--- config.mk ---
export PLATFORM = sky130hd
export DESIGN_NAME = ivs_dma_rd_arb
export DESIGN_NICKNAME = d
export VERILOG_FILES = /design/src/rtl/ivs_dma_pkg.sv /design/src/rtl/ivs_rr_arb3.sv /design/src/rtl/ivs_dma_rd_arb.sv
export SDC_FILE = /design/constraint.sdc
export NUM_CORES = 1
export LEC_CHECK = 0
export BUFFER_PORTS_ARGS = -buffer_cell sky130_fd_sc_hd__buf_2
export CAP_MARGIN = 20
export CORE_AREA = 2 2 90 92
export DETAILED_ROUTE_END_ITERATION = 7
export DIE_AREA = 0 0 92 94
export PLACE_DENSITY_LB_ADDON = 0.15
export SLEW_MARGIN = 20
export SYNTH_ARGS = -nofsm -noshare
export SYNTH_HDL_FRONTEND = slang
export SYNTH_SLANG_ARGS = --single-unit
export TNS_END_PERCENT = 50
--- constraint.sdc ---
create_clock -name aclk -period 2.9 [get_ports aclk]
set_input_delay 0.58 -clock aclk [delete_from_list [all_inputs] [get_ports aclk]]
set_output_delay 0.58 -clock aclk [all_outputs]
set_load 0.01 [all_outputs]
--- src/rtl/ivs_dma_pkg.sv ---
// Shared IDs, AXI encodings and request type for the DMA read-address arbiter.
package ivs_dma_pkg;

  localparam logic [3:0] RD_ID_DR0 = 4'd0;
  localparam logic [3:0] RD_ID_DR1 = 4'd1;
  localparam logic [3:0] RD_ID_DR2 = 4'd2;
  localparam int         NUM_RD    = 3;

  localparam logic [1:0] AXI_BURST_INCR = 2'b01;
  localparam logic [2:0] AXI_SIZE_16B   = 3'b100;
  localparam int         BEAT_BYTES     = 16;
  localparam int         PAGE_BYTES     = 4096;

  typedef struct packed {
    logic [31:0] base;
    logic [5:0]  len;
  } rd_req_t;

  // True when a 16-byte-beat INCR burst starting at base_lo runs past the end of its 4KB page.
  function automatic logic crosses_4k(input logic [11:0] base_lo, input logic [5:0] len);
    logic [12:0] end_b;
    end_b = {1'b0, base_lo} + (({7'd0, len} + 13'd1) << $clog2(BEAT_BYTES));
    return end_b > 13'(PAGE_BYTES);
  endfunction

endpackage

--- src/rtl/ivs_rr_arb3.sv ---
// Three-way round-robin grant. The search starts at the pointer, which moves past
// the winner only when en_i accepts the grant.
module ivs_rr_arb3
  import ivs_dma_pkg::*;
(
  input  logic              clk_i,
  input  logic              rst_i,
  input  logic [NUM_RD-1:0] req_i,
  input  logic              en_i,
  output logic              valid_o,
  output logic [1:0]        idx_o
);

  logic [1:0] ptr_q, ptr_d;
  logic [1:0] c1, c2;

  function automatic logic [1:0] next_idx(input logic [1:0] i);
    return (i == 2'd2) ? 2'd0 : i + 2'd1;
  endfunction

  always_comb begin
    c1      = next_idx(ptr_q);
    c2      = next_idx(c1);
    valid_o = |req_i;
    if (req_i[ptr_q])   idx_o = ptr_q;
    else if (req_i[c1]) idx_o = c1;
    else                idx_o = c2;
    ptr_d = (en_i && valid_o) ? next_idx(idx_o) : ptr_q;
  end

  always_ff @(posedge clk_i or posedge rst_i) begin
    if (rst_i) ptr_q <= 2'd0;
    else       ptr_q <= ptr_d;
  end

endmodule

--- src/rtl/ivs_dma_rd_arb.sv ---
// AR-channel arbiter for three DMA data-read requesters with per-ID outstanding throttle.
// Optional 4KB-crossing rejection is built when IVS_DMA_RD_4K_CHK_EN is defined.
module ivs_dma_rd_arb
  import ivs_dma_pkg::*;
#(
  parameter int MAX_OUTS = 4,
  parameter int CNT_W    = 4
) (
  input  logic        aclk,
  input  logic        arst,
  input  logic        dr0_req,
  input  logic [31:0] dr0_base,
  input  logic [5:0]  dr0_len,
  output logic        dr0_ack,
  input  logic        dr1_req,
  input  logic [31:0] dr1_base,
  input  logic [5:0]  dr1_len,
  output logic        dr1_ack,
  input  logic        dr2_req,
  input  logic [31:0] dr2_base,
  input  logic [5:0]  dr2_len,
  output logic        dr2_ack,
  output logic        arvalid,
  input  logic        arready,
  output logic [3:0]  arid,
  output logic [31:0] araddr,
  output logic [5:0]  arlen,
  output logic [1:0]  arburst,
  input  logic        rvalid,
  input  logic        rready,
  input  logic [3:0]  rid,
  input  logic        rlast,
  output logic [2:0]  outs_busy
`ifdef IVS_DMA_RD_4K_CHK_EN
  ,
  output logic        err_4k,
  output logic [1:0]  err_id
`endif
);

  // state | meaning
  // IDLE  | arbitrate among eligible requesters, load AR fields from the winner
  // ISSUE | arvalid high, AR fields frozen until arready
  localparam logic [0:0] ST_IDLE  = 1'b0;
  localparam logic [0:0] ST_ISSUE = 1'b1;

  logic [0:0]       state_q, state_d;
  logic             arvalid_q, arvalid_d;
  logic [31:0]      araddr_q, araddr_d;
  logic [5:0]       arlen_q, arlen_d;
  logic [1:0]       arid_q, arid_d;
  logic [CNT_W-1:0] cnt_q [NUM_RD];
  logic [CNT_W-1:0] cnt_d [NUM_RD];

  rd_req_t     rq [NUM_RD];
  rd_req_t     win;
  logic [2:0]  req_vec, elig, ack_vec, rej_ack, inc, dec;
  logic        gnt_valid, reject, ar_hs, r_last_hs;
  logic [1:0]  gnt_idx;

  assign rq[0]   = '{base: dr0_base, len: dr0_len};
  assign rq[1]   = '{base: dr1_base, len: dr1_len};
  assign rq[2]   = '{base: dr2_base, len: dr2_len};
  assign req_vec = {dr2_req, dr1_req, dr0_req};

  always_comb begin
    elig = '0;
    for (int n = 0; n < NUM_RD; n++)
      elig[n] = req_vec[n] & (cnt_q[n] < CNT_W'(MAX_OUTS));
  end

  ivs_rr_arb3 u_rr (
    .clk_i   (aclk),
    .rst_i   (arst),
    .req_i   (elig),
    .en_i    (state_q == ST_IDLE),
    .valid_o (gnt_valid),
    .idx_o   (gnt_idx)
  );

  always_comb begin
    case (gnt_idx)
      2'd1:    win = rq[1];
      2'd2:    win = rq[2];
      default: win = rq[0];
    endcase
  end

`ifdef IVS_DMA_RD_4K_CHK_EN
  assign reject = (state_q == ST_IDLE) & gnt_valid & crosses_4k(win.base[11:0], win.len);
`else
  assign reject = 1'b0;
`endif

  assign rej_ack   = reject ? (3'b001 << gnt_idx) : 3'b000;
  assign ar_hs     = arvalid_q & arready;
  assign r_last_hs = rvalid & rready & rlast;

  always_comb begin
    state_d   = state_q;
    arvalid_d = arvalid_q;
    araddr_d  = araddr_q;
    arlen_d   = arlen_q;
    arid_d    = arid_q;
    case (state_q)
      ST_IDLE: begin
        if (gnt_valid && !reject) begin
          state_d   = ST_ISSUE;
          arvalid_d = 1'b1;
          araddr_d  = win.base;
          arlen_d   = win.len;
          arid_d    = gnt_idx;
        end
      end
      default: begin
        if (arready) begin
          state_d   = ST_IDLE;
          arvalid_d = 1'b0;
        end
      end
    endcase
  end

  // A burst issued and retired for the same ID in one cycle leaves the count alone.
  always_comb begin
    inc = '0;
    dec = '0;
    for (int n = 0; n < NUM_RD; n++) begin
      inc[n]   = ar_hs & (arid_q == 2'(n));
      dec[n]   = r_last_hs & (rid == 4'(n));
      cnt_d[n] = cnt_q[n];
      if (inc[n] && !dec[n])
        cnt_d[n] = cnt_q[n] + CNT_W'(1);
      else if (dec[n] && !inc[n] && cnt_q[n] != '0)
        cnt_d[n] = cnt_q[n] - CNT_W'(1);
    end
  end

  always_ff @(posedge aclk or posedge arst) begin
    if (arst) begin
      state_q   <= ST_IDLE;
      arvalid_q <= 1'b0;
      araddr_q  <= '0;
      arlen_q   <= '0;
      arid_q    <= '0;
      for (int n = 0; n < NUM_RD; n++) cnt_q[n] <= '0;
    end else begin
      state_q   <= state_d;
      arvalid_q <= arvalid_d;
      araddr_q  <= araddr_d;
      arlen_q   <= arlen_d;
      arid_q    <= arid_d;
      for (int n = 0; n < NUM_RD; n++) cnt_q[n] <= cnt_d[n];
    end
  end

  always_comb begin
    ack_vec[0] = (ar_hs & (arid_q == RD_ID_DR0[1:0])) | rej_ack[0];
    ack_vec[1] = (ar_hs & (arid_q == RD_ID_DR1[1:0])) | rej_ack[1];
    ack_vec[2] = (ar_hs & (arid_q == RD_ID_DR2[1:0])) | rej_ack[2];
    outs_busy  = '0;
    for (int n = 0; n < NUM_RD; n++) outs_busy[n] = (cnt_q[n] != '0);
  end

  assign {dr2_ack, dr1_ack, dr0_ack} = ack_vec;
  assign arvalid = arvalid_q;
  assign araddr  = araddr_q;
  assign arlen   = arlen_q;
  assign arid    = {2'b00, arid_q};
  assign arburst = AXI_BURST_INCR;

`ifdef IVS_DMA_RD_4K_CHK_EN
  logic       err_4k_q;
  logic [1:0] err_id_q;

  always_ff @(posedge aclk or posedge arst) begin
    if (arst) begin
      err_4k_q <= 1'b0;
      err_id_q <= 2'd0;
    end else if (reject) begin
      err_4k_q <= 1'b1;
      err_id_q <= gnt_idx;
    end
  end

  assign err_4k = err_4k_q;
  assign err_id = err_id_q;
`endif

endmodule

==> results of run 1 <==
## layout make-up
cell class | instances | area (sq um)
flip-flops and latches | 56 | 1401
clock buffers | 6 | 72.57
clock inverters | 2 | 35.03
inverters | 8 | 30.03
multi-input cells | 279 | 1794
fillers | 731 | 3158
repair buffers | 181 | 988.4
well taps | 102 | 127.6
## path summary, 6_finish.rpt
path	slack, ns	depth (start not counted)	endpoint	startpoint
max in group asynchronous	1.96	3	araddr[26]	arst
worst min-delay path	0.35	2	araddr[0]	arst
worst min register to register	0.48	2	araddr[27]	araddr[27]
min in group aclk	0.48	2	araddr[27]	araddr[27]
worst max-delay path	0.42	8	araddr[27]	cnt_q[7]
worst max register to register	0.42	8	araddr[27]	cnt_q[7]
## registers in the layout (all words and copies together) (netlist names)
| register | count |
|---|---|
| arlen | 6 |
| arid_q | 2 |
| cnt_q | 12 |
| arvalid | 1 |
| araddr | 32 |
| state_q | 1 |
| u_rr.ptr_q | 2 |
## cells in the mapped netlist, types with 3 or more instances
library cell	count	area [sq um]
dfrtp_1	56	1401
nor3b_2	3	37.54
o21ai_0	76	380.4
a22oi_1	39	292.8
xor2_1	4	35.03
mux2_2	6	67.56
ha_1	10	125.1
buf_4	4	30.03
fa_1	3	60.06
nand3_1	4	20.02
a21oi_1	6	30.03
o21ai_1	3	15.01
xnor2_1	3	26.28
inv_1	8	30.03
buf_1	6	22.52
clkbuf_1	16	60.06
nand2_1	80	300.3
## metal layers
layer  part of all wire, %  vias to the layer above
met5                     0                        -
met4                   1.4                        0
met3                   7.4                        9
met2                    49                      114
met1                    42                     1504
li1                      -                     1635
## worst max-delay path: cells and delay by family (launching register included)
family | cells | cell delay (ns)
flops | 1 | 0.43
fa+ha+maj | 1 | 0.30
compound gates | 3 | 0.72
simple gates | 2 | 0.50
buf+inv | 2 | 0.39
## per-stage QoR
step,hold WS [ns],setup WS [ns],instances
2_1_floorplan,0.4671,0.1398,371
3_3_place_gp,0.4581,0.2704,626
3_5_place_dp,0.4663,0.2157,626
4_1_cts,0.3715,0.4035,634
5_1_grt,0.4129,0.1734,634
6_report,0.3535,0.4233,634
## kinds of logic after synthesis
group,count (synthesis)
compound gates,133
fa+ha+maj,13
buf+inv,36
flops,56
mux,11
xor+xnor,7
simple gates,111
other cells,2
## report_power, final
part           internal (mW)  leakage (nW)  switching, mW
combinational           1.46          1.48           1.91
clock                  0.257        0.0552          0.250
sequential              1.17         0.693          0.282
total                   2.89          2.23           2.44
==> results.ini, run 1 <==
[layout]
diodes=0
fin_util_pct=58.49
final_common_cell=buf_2
final_area_sq_mm=0.004449
layout.nets=671
drive_gt1_share_pct=40.04
syn2layout_area_growth_pct=33.28
final_cell_mix=buf_2, nand2_1, o21ai_0, dfrtp_1, a22oi_1

[worst_setup_path]
worst_setup_path_end_kind=register
cp_cell_sequence=nor3b_2 > nor4b_1 > a311oi_1 > buf_4 > ha_2 > buf_12 > o21ai_0 > o21ai_0
slowest_stage=a311oi_1
crit_top_cell=o21ai_0
worst-endpoint-required_ns=3.08
slowest_delay_ns=0.44
critPathLaunchType=register
critical_path_class=register to register
path_max_fanout=46
worstPathArrival_ns=2.66

[floorplanning]
io_pins=178
core_sq_mm=0.007607
die_area_sq_mm=0.008648
core.rowCount=32
initial_core_util_pct=43.88
die_w_um=92
die_h_um=94

[clock_tree]
cts_tree=built
cts_setup_buffers=0
cts_hold_buffers=0
htree_num_levels=2
clk_pin_slew_ns=0.10
cts_buffers=5
clk_latency_ns=0.31
cts.sinks=56
cts-root-buf=clkbuf_8
cts_buffer_depth=2
cts.repair.resized=0

[route]
drt_iter0_markers=104
vias_per_cell=5.145
via_count=3262
drtAntennaViolNets=0
totalWireLength_um=8657
drcViolationCount=0
drt-pass1-iter-count=4
wl_per_cell_um=13.65

[outcome]
status=finished, final reports clean

[synthesis]
syn_inst=369
yosysWarningCount=0
synthFlopType=dfrtp_1
seq_area_frac_synth_pct=41.98
syn-cell-area_sq_mm=0.003338
async_flop_share_pct=100.0
synth.avg_cell_area_sq_um=9.047
synth_edf_count=0
synthMuxAreaShare_pct=3.861
synth_seq_cells=56
synth_top_family_by_area=compound AO/OA/AOI/OAI gates
synth-adder-area-share_pct=5.547
synth_xor_area_share_pct=1.837
yosys.area_share.simple_pct=17.80
synthDistinctLibCells=48
synth_compound_area_share_pct=24.18

[timing]
hold_viol_final=0
finalCritPeriodShare_pct=85.40
max_slew_margin_pct=55.66
finalClockSkew_ns=0.006044
finalSetupViolCount=0
period_minus_slack_ns=2.477
drv_slew=0
rsz0062_at_grt=false
fin_setup_tns_ns=0
fmaxAchievable_mhz=403.8
tightestPinTransition_ns=0.6641

[power_and_ir_drop]
p_total_mw=5.329
p_leak_nw=2.228
power_per_cell_area_mw_per_mm2=1198
irDropWorstVdd_v=0.0005550

[grt]
grt_pass1_wl_um=13720
track_usage_pct=19.82
grt_pass1_vias=2941
antenna_found_initial=0
gr-total-overflow=0
grtUsageMet2_pct=33.21
top_usage_layer=met2
grtUsageMet1_pct=25.84
use_met3_pct=4.655
grt_start_max_net_pins=47

[placed_design]
port_buffers=173
hpwl_um=6691
place_area_sq_mm=0.004342
globalplace.congestion=0.7948

[run]
drv_cap=0

[hold_path]
hold_class=primary input to async pin

(Power assumes the default switching activity.)
==> run 2: changes to the inputs <==
Settings changed: PLACE_DENSITY_LB_ADDON 0.15 to 0.25.
==> run 2 against run 1 <==
Setup slack worse by 0.028 ns. Count of clock-buffer cells in the layout unchanged. Sequential share of layout area up 0.33 points. Critical endpoint is now araddr[24]. Clock skew up 0.0025 ns. Global-route usage up 0.87 points. Clock power down 12%. First-iteration DRC count up 2.9%. Cell count unchanged. Sequential power about the same. Wire length up 3.3%. Final area down 1.0%.
==> results.ini, run 2 (same netlist as run 1, synthesis figures left out) <==
[worst_setup_path]
worst_setup_path_end_kind=register
r2r_slack_ns=0.40
critical_path_class=register to register
slowest_delay_ns=0.44
critPathLaunchType=register
slowest_stage=nor3b_2
worst-endpoint-required_ns=3.12
reg2reg_depth=10
path_max_fanout=38
cp_cell_sequence=nor3b_2 > nor4b_1 > a311oi_1 > buf_4 > ha_1 > buf_4 > a22oi_1 > nand2_1 > o21ai_0 > o21ai_0
path_buf_inv=2
rr_startpoint=cnt_q[7]
rr_endpoint=araddr[24]
worstPathArrival_ns=2.73
cp_top_family=compound AO/OA/AOI/OAI gates

[grt]
grtUsageMet1_pct=26.87
grt_pass1_wl_um=14460
antenna_found_initial=0
grtUsageMet2_pct=35.23
grt_start_max_net_pins=77
gr-total-overflow=0
top_usage_layer=met2
use_met3_pct=5.136
track_usage_pct=20.69
grt_pass1_vias=3074

[route]
wl_per_cell_um=14.11
totalWireLength_um=8945
vias_per_cell=5.112
drtAntennaViolNets=0
drt-pass1-iter-count=4
via_count=3241
drcViolationCount=0
drt_iter0_markers=107

[placed_design]
port_buffers=173
globalplace.congestion=0.8200
place_area_sq_mm=0.004304
hpwl_um=6682

[timing]
hold_viol_final=0
max_slew_margin_pct=44.19
rsz0062_at_grt=false
finalSetupViolCount=0
fin_setup_tns_ns=0
drv_slew=0
finalClockSkew_ns=0.008522
finalCritPeriodShare_pct=86.36
period_minus_slack_ns=2.504
timing.hold.ws_ns=0.4283
fmaxAchievable_mhz=399.3
tightestPinTransition_ns=0.8359

[clock_tree]
cts.repair.resized=0
clk_pin_slew_ns=0.10
cts_setup_buffers=0
htree_num_levels=2
cts_buffers=5
cts_buffer_depth=2
cts.sinks=56
cts-root-buf=clkbuf_8
cts_tree=built
cts_hold_buffers=0
clk_latency_ns=0.31

[layout]
drive_gt1_share_pct=40.23
layout.nets=671
diodes=0
final_common_cell=buf_2
fin_util_pct=57.88
syn2layout_area_growth_pct=31.90
largest_reg_flops=32
final_area_sq_mm=0.004403
final_cell_mix=buf_2, nand2_1, o21ai_0, dfrtp_1, a22oi_1

[power_and_ir_drop]
irDropWorstVdd_v=0.0008384
p_total_mw=5.160
power_per_cell_area_mw_per_mm2=1172
p_leak_nw=2.215

[floorplanning]
io_pins=178
core.rowCount=32
core_sq_mm=0.007607
die_area_sq_mm=0.008648
die_h_um=94
initial_core_util_pct=43.88
die_w_um=92

[run]
drv_cap=0

[outcome]
status=finished, final reports clean

[hold_path]
hold_class=primary input to async pin

==> run 2: worst max-delay path by stage <==
stage                  start          to  slack, ns  cells after the start
finish              cnt_q[7]  araddr[24]       0.40                     10
global route        cnt_q[7]  araddr[24]       0.02                     10
CTS                 cnt_q[3]  araddr[14]       0.32                     11
detailed placement   dr2_req  araddr[14]       0.15                     12
global placement     dr1_req  araddr[15]       0.25                     11
floorplan            dr1_req  araddr[30]       0.14                     10
==> run 2: worst reg2reg max path, stage by stage, from the launching register on <==
cell      delay, ns
dfrtp_1        0.42
nor3b_2        0.44
nor4b_1        0.10
a311oi_1       0.27
buf_4          0.18
ha_1           0.14
buf_4          0.36
a22oi_1        0.19
nand2_1        0.09
o21ai_0        0.07
o21ai_0        0.17
==> run 2: final cells by class <==
type                       count  area (sq um)
tap                          102         127.6
inverter                       8         30.03
clock inverter                 2         10.01
clock buffer                   6         82.58
fill                         739          3204
timing repair buffer         181         950.9
sequential                    56          1401
multi-input combinational    279          1800
==> run 2: metrics by stage <==
step	std cells	setup WS [ns]
final	634	0.3956
after global routing	634	0.02100
after CTS	634	0.3184
after detailed placement	626	0.1487
after global placement	626	0.2517
after floorplan	371	0.1398
==> run 2: layer usage <==
metal / vias to the layer above / share of wire [%]
met4: 0 / 0.88
met2: 109 / 50
met3: 4 / 7.0
met1: 1496 / 43
met5: - / 0
li1: 1632 / -
==> run 2: where the power goes <==
group	leakage, nW	internal, mW	switching, mW	total, mW
registers	0.693	1.17	0.287	1.46
logic	1.47	1.36	1.89	3.26
clock network	0.0510	0.192	0.255	0.446
